--- src/rtl/conv_pkg.sv ---
// -----------------------------------------------------------------------------
// conv_pkg
// Shared definitions for the Sobel frame sequencer and its neighbours:
//   conv_state_e : frame sequencer states
//   PIX_W        : pixel width
//   COORD_W      : x/y coordinate width
//   CNT_W        : result counter width (holds 1280*960)
//   conv_pix_t   : datapath tap word {read, y, x, data}, 35 bits
// -----------------------------------------------------------------------------
package conv_pkg;

  localparam int PIX_W   = 12;
  localparam int COORD_W = 11;
  localparam int CNT_W   = 21;

  typedef enum logic [2:0] {
    ST_IDLE   = 3'd0,
    ST_ARM    = 3'd1,
    ST_STREAM = 3'd2,
    ST_DRAIN  = 3'd3,
    ST_DONE   = 3'd4
  } conv_state_e;

  typedef struct packed {
    logic               read;
    logic [COORD_W-1:0] y;
    logic [COORD_W-1:0] x;
    logic [PIX_W-1:0]   data;
  } conv_pix_t;

endpackage

--- src/rtl/conv_frame_ctrl_raster_counter.sv ---
// -----------------------------------------------------------------------------
// raster_counter
// Raster-order x/y position counter. x runs 0..WIDTH-1, then wraps and y
// increments; y wraps after HEIGHT-1. last_px_o flags the final position of
// the frame so the caller can act on the pixel being consumed there.
// Ports:
//   clk, rst   : clock, asynchronous active-high reset
//   clr_i      : synchronous return to (0,0)
//   adv_i      : advance one position
//   x_o, y_o   : current position
//   last_px_o  : current position is (WIDTH-1, HEIGHT-1)
// -----------------------------------------------------------------------------
module raster_counter
  import conv_pkg::*;
#(
  parameter int WIDTH  = 1280,
  parameter int HEIGHT = 960
) (
  input  logic               clk,
  input  logic               rst,
  input  logic               clr_i,
  input  logic               adv_i,
  output logic [COORD_W-1:0] x_o,
  output logic [COORD_W-1:0] y_o,
  output logic               last_px_o
);

  logic [COORD_W-1:0] x_q;
  logic [COORD_W-1:0] y_q;
  logic               x_end;
  logic               y_end;

  assign x_end     = (x_q == COORD_W'(WIDTH - 1));
  assign y_end     = (y_q == COORD_W'(HEIGHT - 1));
  assign last_px_o = x_end && y_end;
  assign x_o       = x_q;
  assign y_o       = y_q;

  // position register: clear wins over advance
  always_ff @(posedge clk or posedge rst) begin
    if (rst) begin
      x_q <= COORD_W'(0);
      y_q <= COORD_W'(0);
    end else if (clr_i) begin
      x_q <= COORD_W'(0);
      y_q <= COORD_W'(0);
    end else if (adv_i) begin
      if (x_end) begin
        x_q <= COORD_W'(0);
        y_q <= y_end ? COORD_W'(0) : y_q + COORD_W'(1);
      end else begin
        x_q <= x_q + COORD_W'(1);
      end
    end
  end

endmodule

--- src/rtl/conv_frame_ctrl.sv ---
// -----------------------------------------------------------------------------
// conv_frame_ctrl
// Frame sequencer for the 3x3 Sobel datapath. Feeds a contiguous raw pixel
// stream into the datapath in raster order, forwards the datapath results,
// tags the last result of the frame and reports completion and stream errors.
// Ports:
//   clk, rst                 : clock, asynchronous active-high reset
//   start, cfg_vertical      : arm one frame, orientation sampled on start
//   in_valid/in_sof/in_data  : upstream pixel stream
//   conv_read/x/y/data       : registered pixel tap into the datapath
//   conv_vertical            : latched orientation
//   conv_valid/conv_out      : datapath result
//   out_valid/data/last      : registered result stream
//   busy, done, err          : status (err is sticky until the next start)
// -----------------------------------------------------------------------------
module conv_frame_ctrl
  import conv_pkg::*;
#(
  parameter int WIDTH     = 1280,
  parameter int HEIGHT    = 960,
  parameter int DRAIN_MAX = 2 * WIDTH
) (
  input  logic               clk,
  input  logic               rst,
  input  logic               start,
  input  logic               cfg_vertical,
  input  logic               in_valid,
  input  logic               in_sof,
  input  logic [PIX_W-1:0]   in_data,
  output logic               conv_read,
  output logic [COORD_W-1:0] conv_x,
  output logic [COORD_W-1:0] conv_y,
  output logic [PIX_W-1:0]   conv_data,
  output logic               conv_vertical,
  input  logic               conv_valid,
  input  logic [PIX_W-1:0]   conv_out,
  output logic               out_valid,
  output logic [PIX_W-1:0]   out_data,
  output logic               out_last,
  output logic               busy,
  output logic               done,
  output logic               err
);

  localparam int TOTAL = WIDTH * HEIGHT;
  localparam int TMR_W = $clog2(DRAIN_MAX + 1);

  conv_state_e        state_q;
  conv_pix_t          conv_pix_q;
  logic [CNT_W-1:0]   cnt_q;
  logic [CNT_W-1:0]   cnt_d;
  logic [TMR_W-1:0]   tmr_q;
  logic               vert_q;
  logic               out_valid_q;
  logic [PIX_W-1:0]   out_data_q;
  logic               out_last_q;
  logic               busy_q;
  logic               done_q;
  logic               err_q;

  logic               start_ok;
  logic               accept;
  logic               count_en;
  logic               late_result;
  logic [COORD_W-1:0] pos_x;
  logic [COORD_W-1:0] pos_y;
  logic               last_px;

  raster_counter #(
    .WIDTH  (WIDTH),
    .HEIGHT (HEIGHT)
  ) u_raster (
    .clk       (clk),
    .rst       (rst),
    .clr_i     (start_ok),
    .adv_i     (accept),
    .x_o       (pos_x),
    .y_o       (pos_y),
    .last_px_o (last_px)
  );

  // start qualification, pixel acceptance and next result count
  always_comb begin
    start_ok = 1'b0;
    accept   = 1'b0;
    case (state_q)
      ST_IDLE:   start_ok = start;
      ST_ARM:    accept   = in_valid && in_sof;
      ST_STREAM: accept   = in_valid;
      ST_DRAIN:  accept   = 1'b0;
      ST_DONE:   start_ok = start;
      default:   accept   = 1'b0;
    endcase

    // a result coinciding with an accepted start belongs to no frame
    count_en    = conv_valid && (state_q != ST_IDLE) && !start_ok;
    late_result = count_en && (cnt_q >= CNT_W'(TOTAL));

    if (start_ok) begin
      cnt_d = CNT_W'(0);
    end else if (count_en) begin
      cnt_d = cnt_q + CNT_W'(1);
    end else begin
      cnt_d = cnt_q;
    end
  end

  // frame state machine with registered outputs
  always_ff @(posedge clk or posedge rst) begin
    if (rst) begin
      state_q     <= ST_IDLE;
      conv_pix_q  <= '0;
      cnt_q       <= CNT_W'(0);
      tmr_q       <= TMR_W'(0);
      vert_q      <= 1'b0;
      out_valid_q <= 1'b0;
      out_data_q  <= PIX_W'(0);
      out_last_q  <= 1'b0;
      busy_q      <= 1'b0;
      done_q      <= 1'b0;
      err_q       <= 1'b0;
    end else begin
      cnt_q       <= cnt_d;
      done_q      <= 1'b0;
      out_valid_q <= 1'b0;
      out_last_q  <= 1'b0;
      conv_pix_q  <= '0;

      if (conv_valid && (state_q != ST_IDLE)) begin
        out_valid_q <= 1'b1;
        out_data_q  <= conv_out;
        out_last_q  <= count_en && (cnt_q == CNT_W'(TOTAL - 1));
      end

      if (accept) begin
        conv_pix_q.read <= 1'b1;
        conv_pix_q.x    <= pos_x;
        conv_pix_q.y    <= pos_y;
        conv_pix_q.data <= in_data;
      end

      case (state_q)
        ST_IDLE, ST_DONE: begin
          if (start_ok) begin
            state_q <= ST_ARM;
            vert_q  <= cfg_vertical;
            err_q   <= 1'b0;
            busy_q  <= 1'b1;
          end
        end
        ST_ARM: begin
          if (accept) begin
            state_q <= ST_STREAM;
          end
        end
        ST_STREAM: begin
          // the datapath shifts every cycle, so a hole or a second SOF
          // corrupts the frame geometry
          if (!in_valid || in_sof) begin
            err_q <= 1'b1;
          end
          if (accept && last_px) begin
            state_q <= ST_DRAIN;
            tmr_q   <= TMR_W'(0);
          end
        end
        ST_DRAIN: begin
          if (cnt_d >= CNT_W'(TOTAL)) begin
            state_q <= ST_DONE;
            done_q  <= 1'b1;
            busy_q  <= 1'b0;
          end else if (tmr_q == TMR_W'(DRAIN_MAX - 1)) begin
            state_q <= ST_DONE;
            done_q  <= 1'b1;
            busy_q  <= 1'b0;
            err_q   <= 1'b1;
          end else begin
            tmr_q <= tmr_q + TMR_W'(1);
          end
        end
        default: begin
          state_q <= ST_IDLE;
          busy_q  <= 1'b0;
        end
      endcase

      if (late_result) begin
        err_q <= 1'b1;
      end
    end
  end

  assign conv_read     = conv_pix_q.read;
  assign conv_x        = conv_pix_q.x;
  assign conv_y        = conv_pix_q.y;
  assign conv_data     = conv_pix_q.data;
  assign conv_vertical = vert_q;
  assign out_valid     = out_valid_q;
  assign out_data      = out_data_q;
  assign out_last      = out_last_q;
  assign busy          = busy_q;
  assign done          = done_q;
  assign err           = err_q;

endmodule

--- config.mk ---
export PLATFORM = sky130hd
export DESIGN_NAME = conv_frame_ctrl
export DESIGN_NICKNAME = d
export VERILOG_FILES = /design/src/rtl/conv_pkg.sv /design/src/rtl/conv_frame_ctrl_raster_counter.sv /design/src/rtl/conv_frame_ctrl.sv
export SDC_FILE = /design/constraint.sdc
export NUM_CORES = 1
export LEC_CHECK = 0
export CAP_MARGIN = 10
export CORE_ASPECT_RATIO = 0.9
export CORE_MARGIN = 4
export CORE_UTILIZATION = 45
export DETAILED_ROUTE_END_ITERATION = 7
export PLACE_DENSITY = 0.77
export REMOVE_ABC_BUFFERS = 1
export SLEW_MARGIN = 30
export SYNTH_ARGS = -nofsm -noshare
export SYNTH_HDL_FRONTEND = slang
export SYNTH_SLANG_ARGS = --single-unit
--- constraint.sdc ---
create_clock -name clk -period 3.1 [get_ports clk]
set_input_delay 0.31 -clock clk [delete_from_list [all_inputs] [get_ports clk]]
set_output_delay 0.31 -clock clk [all_outputs]
set_load 0.1 [all_outputs]
==> impl_metrics.yaml, run 1 <==
outcome:
  status: "complete, no violations"
sta:
  min_period_ps: 2990
  rsz0062_at_grt: "false"
  fmax_mhz: 335
  period_share: 0.964
  whs_ps: 292
  fin_setup_tns_ps: 0
  worst_pin_slew_ps: 992
  setup_violations: 0
  relSlewSlack: 0.337
  worst_clock_skew_ps: 5.39
  finalHoldViolations: 0
  maxSlewViolCount: 0
place:
  placed_area_sq_mm: 0.00614
  place.gp.congestion: 0.907
  io_buffers: 83
  hpwl_um: 8160
detailed_routing:
  drc: 0
  firstDrtPassIters: 5
  antenna_left: 0
  vias: 4031
  drt_iter0_drc: 251
  wire_per_inst_um: 15.0
  routed_via_density: 5.28
  wl_um: 11400
floorplan:
  fp.dieH_um: 108
  dieWidth_um: 120
  design.core.area_sq_mm: 0.0109
  initial_core_util: 0.463
  rows: 36
  dieArea_sq_mm: 0.0130
  ioPinCount: 84
finish:
  final_area_sq_mm: 0.00645
  drive_above_1_share: 0.0948
  mostFrequentLayoutCell: "dfrtp_1"
  synthToLayoutAreaGrowth_pct: 27.9
  antennaDiodeCount: 0
  most-common-layout-cells: "dfrtp_1, nand2_1, clkdlybuf4s50_1, nor2_1, and2_1"
  finalNetCount: 643
clocking:
  postCtsSetupBuffers: 0
  cts_max_level: 3
  clk_latency_ps: 350
  cts_buffer_depth: 2
  cts-root-buf: "clkbuf_16"
  hold_buffers: 0
  cts_tree: "done"
  cts_sinks: 111
  numCtsBuffers: 9
  clk_pin_slew_ps: 70
worst_setup_path:
  r2r_cells: 8
  arrival_ps: 3260
  r2r-start: "cnt_q[4]$_DFF_PP0_"
  startpoint_type: "register"
  critical_path_class: "reg2reg"
  required_ps: 3370
  critPathCaptureType: "register"
  worstReg2RegEnd: "tmr_q[5]$_DFFE_PP0P_"
  ff2ff_setup_slack_ps: 110
  path_max_fanout: 10
global_route:
  antenna_found_initial: 0
  grt_max_degree: 59
  grt.overflow.total: 0
  groute.usage.overall: 0.184
  grt_pass1_wl_um: 19100
  grt_pass1_vias: 4057
power_and_ir_drop:
  power_density_mw_per_mm2: 795
  p_int_mw: 2.82
  power.total_mw: 5.13
  switching_share: 0.451
  power_frac_comb: 0.424
  p_seq_frac: 0.360
  clockPowerShare: 0.216
  irDropWorstVdd_mv: 0.471
  power.switching_mw: 2.31
  p_leak_nw: 2.91
flow_run:
  drv_cap: 0
synthesis:
  synth_edf_count: 0
  postSynthCellCount: 512
  ys_ff_latch: 111
  synth_ff_type: "dfrtp_1"
  yosysSeqAreaShare: 0.550
  syn-cell-area_sq_mm: 0.00505
  ys_async_sr_fraction: 1.00
  ys_types: 50
  synth_area_per_cell_sq_um: 9.86
  yosys_warnings: 0
worst_hold_path:
  min_path_type: "in2async"
[routing by layer]
metal	routed length (um)	GRT usage
met5	0	0
met1	4750	0.223
met3	564	0.0513
met2	5920	0.317
met4	201	0.0695
[cell families (layout without fill, tap and decap cells)]
group	count (synthesis)	count (layout)	share of synthesized area
multiplexers	12	12	0.0243
AND/OR/NAND/NOR	266	266	0.268
flip-flops	111	111	0.550
adder cells (fa/ha/maj)	6	6	0.0144
XOR/XNOR	25	25	0.0434
buffers and inverters	34	134	0.0297
AO/OA/AOI/OAI	58	58	0.0697
[worst max-delay path, cell delays in order, from the launching register on]
cell       delay (ps)
dfrtp_1           440
nand4_4           120
or4_4             550
or3_4             400
a2111oi_2         410
o32ai_2           170
and2_4            230
or4b_1            500
o21ai_1            80
[cell usage after synthesis (all sizes together), types with 8 or more instances]
library cell  instances  share of area
dfrtp               111           0.55
nand2                87          0.065
nor2                 48          0.036
and2                 35          0.043
nand3                21          0.022
o21ai                21          0.021
a21oi                17          0.017
xor2                 17          0.029
nand4                16          0.023
clkbuf               13         0.0097
inv                  13         0.0097
mux2i                10          0.020
and3                  9          0.011
nand2b                9          0.011
nor4                  9          0.011
xnor2                 8          0.014
[stage by stage]
stage | utilization | std cells | setup slack [ps]
after detailed placement | 0.563 | 748 | -102
after global placement | 0.563 | 748 | 10.0
after floorplan | - | 492 | -397
final | 0.592 | 764 | 113
after global routing | 0.592 | 764 | 7.66
after CTS | 0.589 | 764 | 55.0
[how the worst max path moves through the flow]
stage	start	end	slack (ps)	depth (start not counted)
2_1_floorplan	state_q[0]$_DFFE_PP0P_	tmr_q[5]$_DFFE_PP0P_	-400	8
3_3_place_gp	start	tmr_q[5]$_DFFE_PP0P_	10	9
3_5_place_dp	start	state_q[0]$_DFFE_PP0P_	-100	9
4_1_cts	cnt_q[3]$_DFF_PP0_	tmr_q[6]$_DFFE_PP0P_	60	8
5_1_grt	cnt_q[4]$_DFF_PP0_	tmr_q[5]$_DFFE_PP0P_	8	8
6_report	cnt_q[4]$_DFF_PP0_	tmr_q[5]$_DFFE_PP0P_	110	8
[sequential cells by signal, summed over array words and instances, names as in the netlist]
name and cells:
busy 1, cnt_q 21, conv_data 12, conv_read 1, conv_vertical 1, conv_x 11
conv_y 11, done 1, err 1, out_data 12, out_last 1, out_valid 1
state_q 3, tmr_q 12, u_raster.x_o 11, u_raster.y_o 11
[what timing repair did]
item | in CTS | in global routing
setup endpoints to repair | 1 | 7
resized for setup | 1 | 6
cloned | 0 | 0
[cell type report]
type	instances	area, sq um
flip-flops and latches	111	2780
clock inverters	3	25.0
repair buffers	104	991
fillers	935	4450
multi-input cells	367	2150
clock buffers	13	260
inverters	14	55.1
well taps	152	190
[power groups by stage]
stage,registers (mW),clock network [mW],logic (mW)
after floorplan,2.91,0,0.504
after global placement,1.87,0,2.15
after detailed placement,1.88,0,2.18
after CTS,1.85,1.14,2.19
after global routing,1.88,1.20,2.30
final,1.85,1.11,2.18
Note: power is estimated with default switching activity, not from simulation.
==> run 2: changes to the inputs <==
--- a/config.mk
+++ b/config.mk
@@ -7,7 +7,6 @@
 export LEC_CHECK = 0
 export CAP_MARGIN = 10
 export CORE_ASPECT_RATIO = 0.9
-export CORE_MARGIN = 4
 export CORE_UTILIZATION = 45
 export DETAILED_ROUTE_END_ITERATION = 7
 export PLACE_DENSITY = 0.77
==> impl_metrics.yaml, run 2 (synthesized netlist as in run 1, its figures left out) <==
finish:
  final_area_sq_mm: 0.00644
  antennaDiodeCount: 0
  finalNetCount: 643
  most-common-layout-cells: "dfrtp_1, nand2_1, clkdlybuf4s50_1, nor2_1, and2_1"
  fillers: 898
  synthToLayoutAreaGrowth_pct: 27.6
  multi_input_area_sq_mm: 0.00213
  final-seq-area_sq_mm: 0.00278
  final_cells: 764
  largest_register: "cnt_q"
  mostFrequentLayoutCell: "dfrtp_1"
  drive_above_1_share: 0.0850
  largest_reg_flops: 21
sta:
  worst_clock_skew_ps: 8.97
  min_period_ps: 2950
  rsz0062_at_grt: "false"
  fin_setup_tns_ps: 0
  whs_ps: 425
  relSlewSlack: 0.331
  worst_pin_slew_ps: 1000
  finalHoldViolations: 0
  fmax_mhz: 339
  setup_slack_ps: 148
  maxSlewViolCount: 0
  setup_violations: 0
  period_share: 0.952
floorplan:
  fp.dieH_um: 102
  dieArea_sq_mm: 0.0116
  dieWidth_um: 114
  design.core.area_sq_mm: 0.0109
  rows: 36
  initial_core_util: 0.465
  ioPinCount: 84
worst_setup_path:
  r2r_cells: 8
  required_ps: 3380
  cpPeakStageDelay_ps: 550
  startpoint_type: "register"
  ff2ff_setup_slack_ps: 150
  cp_slowest_cell: "or4_4"
  worstReg2RegEnd: "tmr_q[5]$_DFFE_PP0P_"
  path_max_fanout: 10
  path_cells: "nand4_4 -> or4_4 -> or3_4 -> a2111oi_2 -> o32ai_1 -> and2_4 -> or4b_1 -> o21ai_1"
  r2r-start: "cnt_q[4]$_DFF_PP0_"
  arrival_ps: 3240
  critPathCaptureType: "register"
  critical_path_class: "reg2reg"
global_route:
  grt_max_degree: 58
  grt_pass1_vias: 4005
  groute.usage.overall: 0.209
  grt_pass1_wl_um: 18900
  antenna_found_initial: 0
  grt.overflow.total: 0
clocking:
  hold_buffers: 0
  cts_resized: 0
  clk_latency_ps: 360
  cts_buffer_depth: 2
  numCtsBuffers: 9
  cts-root-buf: "clkbuf_16"
  clk_pin_slew_ps: 70
  cts_tree: "done"
  cts_max_level: 3
  cts_sinks: 111
  postCtsSetupBuffers: 0
place:
  io_buffers: 83
  place.gp.congestion: 0.855
  dp.cells: 748
  placed_area_sq_mm: 0.00614
  post-place-ws_ps: -17.2
  hpwl_um: 7680
detailed_routing:
  vias: 3948
  wire_per_inst_um: 14.4
  drc: 0
  antenna_left: 0
  drt_iter0_drc: 190
  wl_um: 11000
  firstDrtPassIters: 4
  routed_via_density: 5.17
power_and_ir_drop:
  power_density_mw_per_mm2: 807
  irDropWorstVdd_mv: 0.471
  p_leak_nw: 2.91
flow_run:
  drv_cap: 0
outcome:
  status: "complete, no violations"
worst_hold_path:
  min_path_type: "in2async"
-- run 2: layer usage --
metal | up-vias | track usage | share of wire
li1 | 1926 | - | -
met1 | 1890 | 0.271 | 0.44
met2 | 120 | 0.333 | 0.48
met3 | 12 | 0.0682 | 0.076
met4 | 0 | 0.0729 | 0.012
met5 | - | 0 | 0
-- run 2: where the power goes --
group	switching, mW	internal, mW	leakage (nW)	total (mW)
logic	1.63	0.543	1.29	2.17
clock network	0.523	0.654	0.148	1.18
registers	0.175	1.68	1.47	1.85
-- run 2: area by class of cell --
type / count / share of cell area
Inverter: 14 / 0.00855
Timing Repair Buffer: 104 / 0.153
Multi-Input combinational cell: 367 / 0.331
Clock buffer: 12 / 0.0383
Tap cell: 152 / 0.0295
Clock inverter: 4 / 0.00816
Sequential cell: 111 / 0.432
-- run 2: worst max-delay path by stage --
stage                            from              endpoint  slack, ps  cells past startpoint
2_1_floorplan  state_q[0]$_DFFE_PP0P_  tmr_q[5]$_DFFE_PP0P_       -400                      8
3_3_place_gp                    start  tmr_q[5]$_DFFE_PP0P_         60                      9
3_5_place_dp                    start  tmr_q[5]$_DFFE_PP0P_        -20                      9
4_1_cts            cnt_q[3]$_DFF_PP0_  tmr_q[5]$_DFFE_PP0P_         10                      8
5_1_grt            cnt_q[7]$_DFF_PP0_  tmr_q[5]$_DFFE_PP0P_          2                      8
6_report           cnt_q[4]$_DFF_PP0_  tmr_q[5]$_DFFE_PP0P_        150                      8
-- run 2: critical path: cells and delay by family, from the launching register on --
| family | cells | cell delay (ps) |
|---|---|---|
| and+or+nand+nor | 5 | 1800 |
| AOI/OAI and AO/OA | 3 | 630 |
| DFF | 1 | 460 |
-- run 2: stage by stage --
stage | total power, mW | util
3_5_place_dp | 4.05 | 0.565
5_1_grt | 5.44 | 0.593
6_report | 5.20 | 0.593
2_1_floorplan | 3.41 | -
4_1_cts | 5.24 | 0.593
3_3_place_gp | 4.01 | 0.565
